===== src/rtl/vpu_linebuf_sched_if.sv =====
// Port bundle for the line buffer scheduler: line timing, sprite writer access and line buffer port B.
// The scheduler takes the slave view; the master view drives timing, requests and port B read data.
interface vpu_linebuf_sched_if #(
   parameter int ADDR_W = 9,
   parameter int DATA_W = 32
);
   logic              line_start;
   logic              active_line;
   logic              sp_req;
   logic              sp_we;
   logic [ADDR_W-1:0] sp_addr;
   logic [DATA_W-1:0] sp_wdata;
   logic              sp_gnt;
   logic [DATA_W-1:0] sp_rdata;
   logic              sp_rvalid;
   logic              line_init;
   logic              line_bankb;
   logic              line_web;
   logic [ADDR_W-1:0] line_addrb;
   logic [DATA_W-1:0] line_dinb;
   logic [DATA_W-1:0] line_doutb;
   logic              clr_busy;
   logic              overrun;
   logic [15:0]       ovr_cnt;

   modport slave (
      input  line_start, active_line, sp_req, sp_we, sp_addr, sp_wdata, line_doutb,
      output sp_gnt, sp_rdata, sp_rvalid, line_init, line_bankb, line_web,
             line_addrb, line_dinb, clr_busy, overrun, ovr_cnt
   );

   modport master (
      output line_start, active_line, sp_req, sp_we, sp_addr, sp_wdata, line_doutb,
      input  sp_gnt, sp_rdata, sp_rvalid, line_init, line_bankb, line_web,
             line_addrb, line_dinb, clr_busy, overrun, ovr_cnt
   );
endinterface


===== src/rtl/vpu_linebuf_sched.sv =====
// Line buffer port B scheduler: clears the freshly swapped bank each visible line, then serves the sprite writer.
// Optional macro VPU_LINESCHED_STATS_EN builds a saturating overrun counter on ovr_cnt.
module vpu_linebuf_sched #(
   parameter int               ADDR_W   = 9,
   parameter int               DATA_W   = 32,
   parameter int               SCREEN_W = 320,
   parameter logic [DATA_W-1:0] CLR_VAL = '0
) (
   input logic              clk,
   input logic              rst,
   vpu_linebuf_sched_if.slave bus
);
   localparam logic [ADDR_W-1:0] LAST_ADDR = ADDR_W'(SCREEN_W - 1);

   typedef enum logic [1:0] {IDLE, CLEAR, RENDER} state_t;

   state_t            r_state;
   state_t            w_stateNext;
   logic              w_go;
   logic              w_gnt;
   logic              w_clrLast;
   logic              w_webNext;
   logic              w_initNext;
   logic              w_busyNext;
   logic [ADDR_W-1:0] w_addrNext;
   logic [DATA_W-1:0] w_dinNext;
   logic              r_bankb;
   logic              r_init;
   logic              r_web;
   logic [ADDR_W-1:0] r_addrb;
   logic [DATA_W-1:0] r_dinb;
   logic              r_clrBusy;
   logic              r_overrun;
   logic              r_rdPend;
   logic              r_rvalid;

   assign w_go      = bus.line_start & bus.active_line;
   assign w_clrLast = (r_state == CLEAR) && (r_addrb == LAST_ADDR);
   assign w_gnt     = bus.sp_req & (r_state == RENDER) & ~bus.line_start;

   always_ff @(posedge clk) begin
      if (rst) r_state <= IDLE;
      else     r_state <= w_stateNext;
   end

   always_comb begin
      w_stateNext = r_state;
      if (bus.line_start)  w_stateNext = w_go ? CLEAR : IDLE;
      else if (w_clrLast)  w_stateNext = RENDER;
   end

   // While clearing, the port B address register doubles as the clear counter.
   always_comb begin
      w_webNext  = 1'b0;
      w_initNext = 1'b0;
      w_busyNext = 1'b0;
      w_addrNext = r_addrb;
      w_dinNext  = r_dinb;
      if (w_go) begin
         w_webNext  = 1'b1;
         w_initNext = 1'b1;
         w_busyNext = 1'b1;
         w_addrNext = '0;
         w_dinNext  = CLR_VAL;
      end else if (bus.line_start) begin
         w_webNext = 1'b0;
      end else if ((r_state == CLEAR) && !w_clrLast) begin
         w_webNext  = 1'b1;
         w_busyNext = 1'b1;
         w_addrNext = r_addrb + 1'b1;
         w_dinNext  = CLR_VAL;
      end else if (w_gnt) begin
         w_webNext  = bus.sp_we;
         w_addrNext = bus.sp_addr;
         w_dinNext  = bus.sp_wdata;
      end
   end

   always_ff @(posedge clk) begin
      if (rst) begin
         r_bankb   <= 1'b0;
         r_init    <= 1'b0;
         r_web     <= 1'b0;
         r_addrb   <= '0;
         r_dinb    <= '0;
         r_clrBusy <= 1'b0;
         r_overrun <= 1'b0;
         r_rdPend  <= 1'b0;
         r_rvalid  <= 1'b0;
      end else begin
         r_init    <= w_initNext;
         r_web     <= w_webNext;
         r_addrb   <= w_addrNext;
         r_dinb    <= w_dinNext;
         r_clrBusy <= w_busyNext;
         r_rdPend  <= w_gnt & ~bus.sp_we;
         r_rvalid  <= r_rdPend;
         if (w_go) r_bankb <= ~r_bankb;
         if (bus.line_start && (r_state == CLEAR)) r_overrun <= 1'b1;
      end
   end

`ifdef VPU_LINESCHED_STATS_EN
   logic [15:0] r_ovrCnt;

   always_ff @(posedge clk) begin
      if (rst) begin
         r_ovrCnt <= '0;
      end else if (bus.line_start && (r_state == CLEAR) && (r_ovrCnt != 16'hFFFF)) begin
         r_ovrCnt <= r_ovrCnt + 16'd1;
      end
   end

   assign bus.ovr_cnt = r_ovrCnt;
`else
   assign bus.ovr_cnt = 16'd0;
`endif

   assign bus.sp_gnt     = w_gnt;
   assign bus.sp_rdata   = bus.line_doutb;
   assign bus.sp_rvalid  = r_rvalid;
   assign bus.line_init  = r_init;
   assign bus.line_bankb = r_bankb;
   assign bus.line_web   = r_web;
   assign bus.line_addrb = r_addrb;
   assign bus.line_dinb  = r_dinb;
   assign bus.clr_busy   = r_clrBusy;
   assign bus.overrun    = r_overrun;
endmodule


===== src/flat_wrapper.sv =====
// flat-port wrapper written by rule: the top's interface ports become plain ports
module vpu_linebuf_sched_flat 
#(
   parameter int               ADDR_W   = 9,
   parameter int               DATA_W   = 32,
   parameter int               SCREEN_W = 320,
   parameter logic [DATA_W-1:0] CLR_VAL = '0
)
  (clk, rst, bus_line_start, bus_active_line, bus_sp_req, bus_sp_we, bus_sp_addr, bus_sp_wdata, bus_line_doutb, bus_sp_gnt, bus_sp_rdata, bus_sp_rvalid, bus_line_init, bus_line_bankb, bus_line_web, bus_line_addrb, bus_line_dinb, bus_clr_busy, bus_overrun, bus_ovr_cnt);
  vpu_linebuf_sched_if #(.ADDR_W(ADDR_W), .DATA_W(DATA_W)) bus_i ();
  input logic clk;
  input logic rst;
  input wire logic [$bits(bus_i.line_start)-1:0] bus_line_start;
  input wire logic [$bits(bus_i.active_line)-1:0] bus_active_line;
  input wire logic [$bits(bus_i.sp_req)-1:0] bus_sp_req;
  input wire logic [$bits(bus_i.sp_we)-1:0] bus_sp_we;
  input wire logic [$bits(bus_i.sp_addr)-1:0] bus_sp_addr;
  input wire logic [$bits(bus_i.sp_wdata)-1:0] bus_sp_wdata;
  input wire logic [$bits(bus_i.line_doutb)-1:0] bus_line_doutb;
  output wire logic [$bits(bus_i.sp_gnt)-1:0] bus_sp_gnt;
  output wire logic [$bits(bus_i.sp_rdata)-1:0] bus_sp_rdata;
  output wire logic [$bits(bus_i.sp_rvalid)-1:0] bus_sp_rvalid;
  output wire logic [$bits(bus_i.line_init)-1:0] bus_line_init;
  output wire logic [$bits(bus_i.line_bankb)-1:0] bus_line_bankb;
  output wire logic [$bits(bus_i.line_web)-1:0] bus_line_web;
  output wire logic [$bits(bus_i.line_addrb)-1:0] bus_line_addrb;
  output wire logic [$bits(bus_i.line_dinb)-1:0] bus_line_dinb;
  output wire logic [$bits(bus_i.clr_busy)-1:0] bus_clr_busy;
  output wire logic [$bits(bus_i.overrun)-1:0] bus_overrun;
  output wire logic [$bits(bus_i.ovr_cnt)-1:0] bus_ovr_cnt;
  assign bus_i.line_start = bus_line_start;
  assign bus_i.active_line = bus_active_line;
  assign bus_i.sp_req = bus_sp_req;
  assign bus_i.sp_we = bus_sp_we;
  assign bus_i.sp_addr = bus_sp_addr;
  assign bus_i.sp_wdata = bus_sp_wdata;
  assign bus_i.line_doutb = bus_line_doutb;
  assign bus_sp_gnt = bus_i.sp_gnt;
  assign bus_sp_rdata = bus_i.sp_rdata;
  assign bus_sp_rvalid = bus_i.sp_rvalid;
  assign bus_line_init = bus_i.line_init;
  assign bus_line_bankb = bus_i.line_bankb;
  assign bus_line_web = bus_i.line_web;
  assign bus_line_addrb = bus_i.line_addrb;
  assign bus_line_dinb = bus_i.line_dinb;
  assign bus_clr_busy = bus_i.clr_busy;
  assign bus_overrun = bus_i.overrun;
  assign bus_ovr_cnt = bus_i.ovr_cnt;
  vpu_linebuf_sched #(.ADDR_W(ADDR_W), .DATA_W(DATA_W), .SCREEN_W(SCREEN_W), .CLR_VAL(CLR_VAL)) u_core (.clk(clk), .rst(rst), .bus(bus_i));
endmodule

===== config.mk =====
export PLATFORM = sky130hd
export DESIGN_NAME = vpu_linebuf_sched_flat
export DESIGN_NICKNAME = d
export VERILOG_FILES = /design/src/rtl/vpu_linebuf_sched_if.sv /design/src/rtl/vpu_linebuf_sched.sv /design/src/flat_wrapper.sv
export SDC_FILE = /design/constraint.sdc
export NUM_CORES = 1
export LEC_CHECK = 0
export ABC_AREA = 1
export CAP_MARGIN = 0
export CORE_MARGIN = 4
export CORE_UTILIZATION = 34
export DETAILED_ROUTE_END_ITERATION = 6
export PLACE_DENSITY = 0.77
export SETUP_SLACK_MARGIN = 0.02
export SYNTH_ARGS = -nofsm -noshare
export SYNTH_HDL_FRONTEND = slang
export SYNTH_SLANG_ARGS = --single-unit

===== constraint.sdc =====
create_clock -name clk -period 1.3 [get_ports clk]
set_input_delay 0.26 -clock clk [delete_from_list [all_inputs] [get_ports clk]]
set_output_delay 0.26 -clock clk [all_outputs]
set_load 0.05 [all_outputs]

Word level (Yosys, flattened, before mapping)
Cells that the tools add are included.
- bits in registers: 50
- word-level logic and storage cells: 44
- output and inout port bits: 96
- input bits: 79
- bitwise logic cells: 7
- equal/unequal tests: 3
- reductions and logical operators: 8
- mux-type cells: 15
- add/sub/neg operators: 1
- operators by type and width (kind ; number):
    $mux W32 ; 2
    $mux W9 ; 2
    $add A9 B1 Y9 const B ; 1
    $eq A9 B9 Y1 const B ; 1
    $mux W1 ; 9
    $and A1 B1 Y1 ; 4
    $mux W2 ; 2
    $reduce_bool A2 Y1 ; 2
    $logic_and A1 B1 Y1 ; 3
    $not A1 Y1 ; 3
    $eq A2 B1 Y1 const B ; 1
    $eq A2 B2 Y1 const B ; 1
    $reduce_and A2 Y1 ; 1
    $reduce_or A2 Y1 ; 1
    $logic_not A1 Y1 ; 1

Depth between registers and ports, before layout
Gate-level depths: netlist of the first run.
- word-level depth: 7
- gate-level depth with buffers: 10
- gate-level depth less buffers: 10

Least setup slack after synthesis of the first run
Ideal clock, no wire load.
- path type: reg-to-reg
- from: register u_core.r_addrb[1] (netlist: u_core.bus.line_addrb[1])
- to: register u_core.r_addrb[0] (netlist: u_core.bus.line_addrb[0])
- path buffers: 1
- stages on the path, launching flop included: 10
- slack: -0.604 ns
- period minus slack after synthesis: 1.904 ns
- library setup time: 0.112 ns
- data arrival time: 1.793 ns
- required time: 1.188 ns
- cell sequence: dfxtp_1 -> ha_1 -> nand2_2 -> nor2_4 -> nand2_4 -> nand3_4 -> buf_12 -> nand3_1 -> nand2_1 -> nor2_1
- cells in the longest elaborated chain, start to end: 6
- elaborated cells on any way between the ends: 7
- those cells by class: 1 x eq/ne; 1 x mux; 5 x reduce/logical
- RTL lines (item ; RTL line ; source):
    start: declaration ; vpu_linebuf_sched.sv:30 ; logic [ADDR_W-1:0] r_addrb;
    start signal: assignment ; vpu_linebuf_sched.sv:93 ; r_addrb <= w_addrNext;
    $eq A9 B9 Y1 * ; vpu_linebuf_sched.sv:38 ; assign w_clrLast = (r_state == CLEAR) && (r_addrb == LAST_ADDR);
    $logic_and A1 B1 Y1 * ; vpu_linebuf_sched.sv:38 ;
    $logic_not A1 Y1 * ; vpu_linebuf_sched.sv:67 ; end else if ((r_state == CLEAR) && !w_clrLast) begin
    $logic_and A1 B1 Y1 * ; vpu_linebuf_sched.sv:67 ;
    $reduce_bool A2 Y1 (no line) ; n/a ;
    $reduce_and A2 Y1 (no line) ; n/a ;
Every way passes the cells marked *; elsewhere a longest branch is shown, timed or not.
A chain may end at the register's enable or synchronous reset.

Final worst setup path of the first run
- from: register u_core.r_addrb[1] (netlist: u_core.bus.line_addrb[1])
- to: register u_core.r_addrb[1] (netlist: u_core.bus.line_addrb[1])
- cells in the longest elaborated chain, start to end: 6
- elaborated cells on any way between the ends: 8
- those cells by class: 1 x add/sub; 1 x eq/ne; 1 x mux; 5 x reduce/logical
- RTL lines (item):
    branches (longest 6 deep; another with $add A9 B1 Y9)
Several ways; the timed one is not identified.

==> results of run 1 <==
-- power groups by stage --
stage          Combinational, uW  Sequential, uW  Clock, uW
2_1_floorplan                576            1730          0
5_1_grt                      863            1600       1130
3_3_place_gp                 720            1630          0
4_1_cts                      807            1600       1050
3_5_place_dp                 731            1630          0
6_report                     821            1600       1030
-- stage by stage --
step,instance area (um^2),worst slack [ns]
after global placement,4400,-0.301
final,5060,-0.151
after CTS,4880,-0.191
after global routing,5060,-0.216
after detailed placement,4400,-0.340
after floorplan,3010,-0.178
-- area by class of cell --
class | count | area (um^2) | share of cell area
repair buffers | 148 | 2120 | 0.419
well taps | 105 | 131 | 0.0260
multi-input cells | 237 | 1600 | 0.317
inverters | 17 | 66.3 | 0.0131
clock buffers | 8 | 110 | 0.0218
flip-flops and latches | 50 | 1030 | 0.203
-- synthesized netlist by cell type, types with 3 or more instances --
library cell / n
o21ai_0: 3
a21oi_1: 6
inv_2: 3
nand3_2: 32
a21oi_2: 30
nand2_1: 87
buf_2: 4
buf_4: 51
clkbuf_1: 4
buf_12: 4
dfxtp_1: 50
nor2_1: 27
nand3_1: 19
inv_1: 14
-- cell usage in the layout, fill, tap and decap left out, types with 3 or more instances in the layout --
cell type / synthesis / final
nand2_1: 87 / 77
buf_12: 4 / 60
clkdlybuf4s50_1: 0 / 44
dfxtp_1: 50 / 39
nand3_2: 32 / 37
a21oi_2: 30 / 33
buf_4: 51 / 29
nor2_1: 27 / 22
conb_1: 1 / 16
inv_1: 14 / 13
nand2_2: 2 / 9
nand3_1: 19 / 8
clkbuf_8: 0 / 8
nand3_4: 1 / 7
buf_6: 0 / 6
dfxtp_2: 0 / 6
nor2_4: 2 / 5
dfxtp_4: 0 / 5
nand2_4: 2 / 4
nor2_2: 1 / 3
buf_16: 0 / 3
clkbuf_16: 0 / 3
-- layer usage --
layer | share of wire | routed length, um | track usage
met5 | 0 | 0 | 0
met4 | 0.012 | 102 | 0.0441
met3 | 0.066 | 561 | 0.0368
met2 | 0.55 | 4700 | 0.305
met1 | 0.37 | 3190 | 0.185
-- flip-flops by register name, summed over array words and instances, names as in the netlist --
signal / cells
u_core.bus.line_dinb: 32
u_core.bus.line_addrb: 9
u_core.r_state: 2
u_core.bus.clr_busy: 1
u_core.bus.line_bankb: 1
u_core.bus.line_init: 1
u_core.bus.line_web: 1
u_core.bus.overrun: 1
u_core.bus.sp_rvalid: 1
u_core.r_rdPend: 1
-- kinds of logic after synthesis --
logic type	Yosys count
buffers and inverters	80
AO/OA/AOI/OAI	42
XOR/XNOR	1
AND/OR/NAND/NOR	176
adder cells (fa/ha/maj)	1
flip-flops	50
other	1
-- repair_timing --
| action | CTS | global route |
|---|---|---|
| setup endpoints to repair | 44 | 49 |
| resized for setup | 29 | 32 |
| cloned | 6 | 3 |
| pin swaps | 15 | 28 |
| buffers inserted | 14 | 3 |
-- path summary, 6_finish.rpt --
path | start | to | slack [ns]
setup / recovery | u_core.bus.line_addrb[1]$_SDFFE_PP0P_ | u_core.bus.line_addrb[1]$_SDFFE_PP0P_ | -0.15
hold / removal | u_core.r_rdPend$_SDFF_PP0_ | u_core.bus.sp_rvalid$_SDFF_PP0_ | 0.41
setup reg to reg | u_core.bus.line_addrb[1]$_SDFFE_PP0P_ | u_core.bus.line_addrb[1]$_SDFFE_PP0P_ | -0.15
hold reg to reg | u_core.r_rdPend$_SDFF_PP0_ | u_core.bus.sp_rvalid$_SDFF_PP0_ | 0.41
-- critical path: cells and delay by family (launching register included) --
family	cells	cell delay [ns]
buf+inv	1	0.14
fa+ha+maj	1	0.14
flops	1	0.37
simple gates	8	0.72
==> flow_summary.toml, run 1 <==
[global_routing]
grt_pass1_wl_mm = 13.3
grt_overflow = 0
grt_max_degree = 23
first_global_vias = 2779
antenna_found_initial = 0
grt_use_total = 0.163

[timing]
fin_setup_tns_ns = -4.18
setup_viol = 45
fin_ws_ns = -0.151
timing.hold.ws_ns = 0.411
timing.final.crit_share = 1.12
hold_violations = 0
fmax_mhz = 689
fin_skew_ns = 0.00605
fin_crit_ns = 1.45
final_max_slew_viol_count = 0
rsz0062_at_grt = "yes"

[layout]
final_core_util = 0.615
drive_gt1_frac = 0.498
antenna_cells = 0
area_growth_pct = 76.2
stdcell_count = 565
final_nets = 539
fillCellCount = 634

[clock_network]
htreeDepth = 2
path_clk_slew_ns = 0.09
clk_root_buffer_cell = "clkbuf_8"
numCtsBuffers = 5
cts_buffer_depth = 2
cts_tree = "done"
clock_latency_ns = 0.29
clock-sinks = 50
cts_hold_buf = 0

[setup_path]
slowest_delay_ns = 0.37
crit_type = "flop to flop"
arrival_ns = 1.67
endpoint_kind = "flop"
crit_chain = "ha_4 -> nand2_4 -> nor2_4 -> nand2_4 -> buf_6 -> nand2_8 -> nand2_8 -> nand2_4 -> nor2_1 -> nor2_1"
critPathLaunchType = "flop"
worst_ep_required_time_ns = 1.52
worst-r2r-cell-count = 10
path_common_cell = "nand2_4"
path_max_fanout = 10
cp_slowest_cell = "dfxtp_4"

[synth]
synth_compound_area_frac = 0.115
synth_top_area_frac = 0.349
synth_area_leaders = "dfxtp_1 (35%), buf_4 (13%), nand2_1 (11%)"
avgSynthCellArea_um2 = 8.18
synth-seq-area-share = 0.349
synth_top_family_by_area = "simple AND/OR/NAND/NOR gates"
synthCells = 351
synth_cell_types = 28
synth_fa_ha_area_frac = 0.00436
synth_ff_type = "dfxtp_1"
synthArstFlopShare = 0
synth-edff-count = 0
syn-cell-area_mm2 = 0.00287
yosysWarnings = 0
synth_top_area_cell = "dfxtp_1"
synth_simple_gate_area_share = 0.332
yosys.area_share.xor_xnor = 0.00305
synth.area.mux_share = 0
ys_ff_latch = 50

[power]
p_per_area_mw_per_mm2 = 682
power.internal_uw = 2480
switching_power_uw = 972
comb_power_share = 0.238
pwr-share-seq = 0.463
leakage_uw = 0.00198
p_total_uw = 3450
power.share.switching = 0.282
pwr-share-clk = 0.299
vdd_drop_max_mv = 0.447

[run_status]
violations = "setup timing"
outcome = "finished, violations left"

[floorplan]
core_area_mm2 = 0.00822
chipHeight_um = 99.9
start_util = 0.349
die_area_mm2 = 0.00998
row_count = 33
die_w_um = 99.9
io_pins = 175

[placement]
dp_cells = 535
dp_hpwl_mm = 5.81
portBuffers = 94
place.gp.congestion = 0.753

[detailed_routing]
ant_nets = 0
drc = 0
totalWireLength_mm = 8.56
first_pass_iters = 4
first_iter_violations = 101
via_per_inst = 4.68
dr_total_vias = 2647
wire_per_inst_um = 15.1

[min_path]
whs_path_depth = 2
hold_path.class = "flop to flop"

[run]
maxCapViolations = 0
Note: power is estimated with default switching activity, not from simulation.
==> run 2: changes to the inputs <==
--- a/config.mk
+++ b/config.mk
@@ -6,12 +6,15 @@
 export NUM_CORES = 1
 export LEC_CHECK = 0
 export ABC_AREA = 1
+export ABC_CLOCK_PERIOD_IN_PS = 1300
 export CAP_MARGIN = 0
 export CORE_MARGIN = 4
 export CORE_UTILIZATION = 34
 export DETAILED_ROUTE_END_ITERATION = 6
+export GPL_ROUTABILITY_DRIVEN = 0
 export PLACE_DENSITY = 0.77
 export SETUP_SLACK_MARGIN = 0.02
+export SLEW_MARGIN = 20
 export SYNTH_ARGS = -nofsm -noshare
 export SYNTH_HDL_FRONTEND = slang
 export SYNTH_SLANG_ARGS = --single-unit
==> results of run 2 <==
No change in the layout: final DEF, timing and power equal those of run 1.
==> run 3: changes to the inputs <==
--- a/config.mk
+++ b/config.mk
@@ -6,13 +6,14 @@
 export NUM_CORES = 1
 export LEC_CHECK = 0
 export ABC_AREA = 1
-export ABC_CLOCK_PERIOD_IN_PS = 1300
+export ABC_CLOCK_PERIOD_IN_PS = 1700
 export CAP_MARGIN = 0
 export CORE_MARGIN = 4
-export CORE_UTILIZATION = 34
+export CORE_UTILIZATION = 41
 export DETAILED_ROUTE_END_ITERATION = 6
 export GPL_ROUTABILITY_DRIVEN = 0
-export PLACE_DENSITY = 0.77
+export PLACE_DENSITY = 0.87
+export RECOVER_POWER = 50
 export SETUP_SLACK_MARGIN = 0.02
 export SLEW_MARGIN = 20
 export SYNTH_ARGS = -nofsm -noshare
==> constraint.sdc (replaced) <==
create_clock -name clk -period 1.7 [get_ports clk]
set_input_delay 0.34 -clock clk [delete_from_list [all_inputs] [get_ports clk]]
set_output_delay 0.34 -clock clk [all_outputs]
set_load 0.05 [all_outputs]
==> flow_summary.toml, run 3 (synthesized netlist as in run 1, its figures left out) <==
[setup_path]
reg2reg_from = "u_core.bus.line_addrb[1]$_SDFFE_PP0P_"
cpLargestDelayFamily = "buffers and inverters"
cp_slowest_cell = "clkdlybuf4s50_1"
worst_ep_required_time_ns = 1.36
worst-r2r-cell-count = 8
endpoint_kind = "output pin"
r2r_end = "u_core.bus.line_dinb[16]$_SDFFE_PP0P_"
crit_buf_inv = 3
arrival_ns = 1.27
crit_type = "primary input to output pin"
worst-r2r-setup-slack_ns = 0.14
path_max_fanout = 3
critPathLaunchType = "primary input"
crit_chain = "clkdlybuf4s50_1 -> nor3_4 -> buf_6 -> buf_12"
slowest_delay_ns = 0.48

[global_routing]
grt_use_total = 0.163
grt_max_degree = 33
grt_pass1_wl_mm = 11.2
first_global_vias = 2399
grt_overflow = 0
antenna_found_initial = 0

[clock_network]
clock-sinks = 50
cts_tree = "done"
cts_buffer_depth = 2
path_clk_slew_ns = 0.09
clk_root_buffer_cell = "clkbuf_8"
clock_latency_ns = 0.29
htreeDepth = 2
numCtsBuffers = 5

[detailed_routing]
dr_total_vias = 2433
first_iter_violations = 65
drc = 0
first_pass_iters = 4
totalWireLength_mm = 6.74
wire_per_inst_um = 13.1
via_per_inst = 4.72
ant_nets = 0

[power]
leakage_uw = 0.00136
p_total_uw = 2470
vdd_drop_max_mv = 0.437
p_per_area_mw_per_mm2 = 688

[min_path]
hp-start = "u_core.r_rdPend$_SDFF_PP0_"
hold_path.class = "flop to flop"
whs_path_depth = 2
worstHoldEndpoint = "u_core.bus.sp_rvalid$_SDFF_PP0_"

[layout]
final_nets = 500
area_growth_pct = 25.3
stdcell_area_mm2 = 0.00360
drive_gt1_frac = 0.293
layout_common_cells = "nand2_1 (86), dfxtp_1 (45), clkdlybuf4s50_1 (44)"
stdcell_count = 516
antenna_cells = 0
layout_commonest_cell = "nand2_1"
largest_register_ff_count = 32
final_core_util = 0.529

[floorplan]
row_count = 30
io_pins = 175
chipHeight_um = 91.7
core_area_mm2 = 0.00679
start_util = 0.422
die_w_um = 91.7
die_area_mm2 = 0.00840

[run_status]
outcome = "finished clean"

[timing]
fin_crit_ns = 1.61
setup_viol = 0
fin_setup_tns_ns = 0
hold_violations = 0
rsz0062_at_grt = "yes"
fmax_mhz = 623
tightest_slew_ns = 0.638
slew_headroom = 0.577
timing.final.crit_share = 0.945
fin_skew_ns = 0.00418
final_max_slew_viol_count = 0

[placement]
dp_cells = 507
portBuffers = 94
dp_hpwl_mm = 5.17
placed_area_mm2 = 0.00357

[run]
maxCapViolations = 0
==> run 3: timing repair <==
action	in CTS	in global routing
gates resized for setup	3	2
pin swaps	1	1
gates cloned	0	0
endpoints found under the setup margin	1	41
hold buffers	0	0
buffers inserted	2	0
==> run 3: how the worst max path moves through the flow <==
stage,start,end,depth (start not counted)
after floorplan,u_core.bus.line_addrb[4]$_SDFFE_PP0P_,u_core.bus.line_addrb[0]$_SDFFE_PP0P_,8
after global placement,bus_line_start,u_core.bus.line_addrb[0]$_SDFFE_PP0P_,8
after detailed placement,bus_line_start,u_core.bus.line_dinb[10]$_SDFFE_PP0P_,7
after CTS,u_core.bus.line_addrb[1]$_SDFFE_PP0P_,u_core.bus.line_dinb[3]$_SDFFE_PP0P_,8
after global routing,u_core.bus.line_addrb[1]$_SDFFE_PP0P_,u_core.bus.line_dinb[29]$_SDFFE_PP0P_,8
final,bus_line_start,bus_sp_gnt,4
==> run 3: worst reg2reg max path, delay by kind of cell (launching register included) <==
kind | cells | cell delay (ns)
buf+inv | 1 | 0.19
fa+ha+maj | 1 | 0.21
compound gates | 1 | 0.12
flops | 1 | 0.37
simple gates | 5 | 0.61
==> run 3: area by class of cell <==
type                            instances  area [um^2]
Tap cell                               96          120
Fill cell                             641         3200
Inverter                               17         63.8
Sequential cell                        50         1010
Clock buffer                            7          108
Timing Repair Buffer                  110          922
Multi-Input combinational cell        236         1370
==> run 3: per-stage QoR <==
| step | hold WS, ns | worst slack, ns |
|---|---|---|
| 3_3_place_gp | 0.395 | -0.0177 |
| 6_report | 0.406 | 0.0939 |
| 3_5_place_dp | 0.394 | -0.0379 |
| 5_1_grt | 0.432 | 0.0184 |
| 4_1_cts | 0.407 | 0.0730 |
| 2_1_floorplan | 0.388 | 0.0210 |
==> run 3: power by group <==
part	internal, uW	total (uW)	switching (uW)
Clock	412	790	378
Sequential	1200	1220	22.5
Combinational	176	467	291
Total	1780	2470	691
==> run 3: per-layer routing <==
layer | share of wire | global-route usage | routed length, um
met1 | 0.40 | 0.186 | 2670
met2 | 0.50 | 0.287 | 3390
met3 | 0.085 | 0.0550 | 572
met4 | 0.015 | 0.0440 | 102
met5 | 0 | 0 | 0
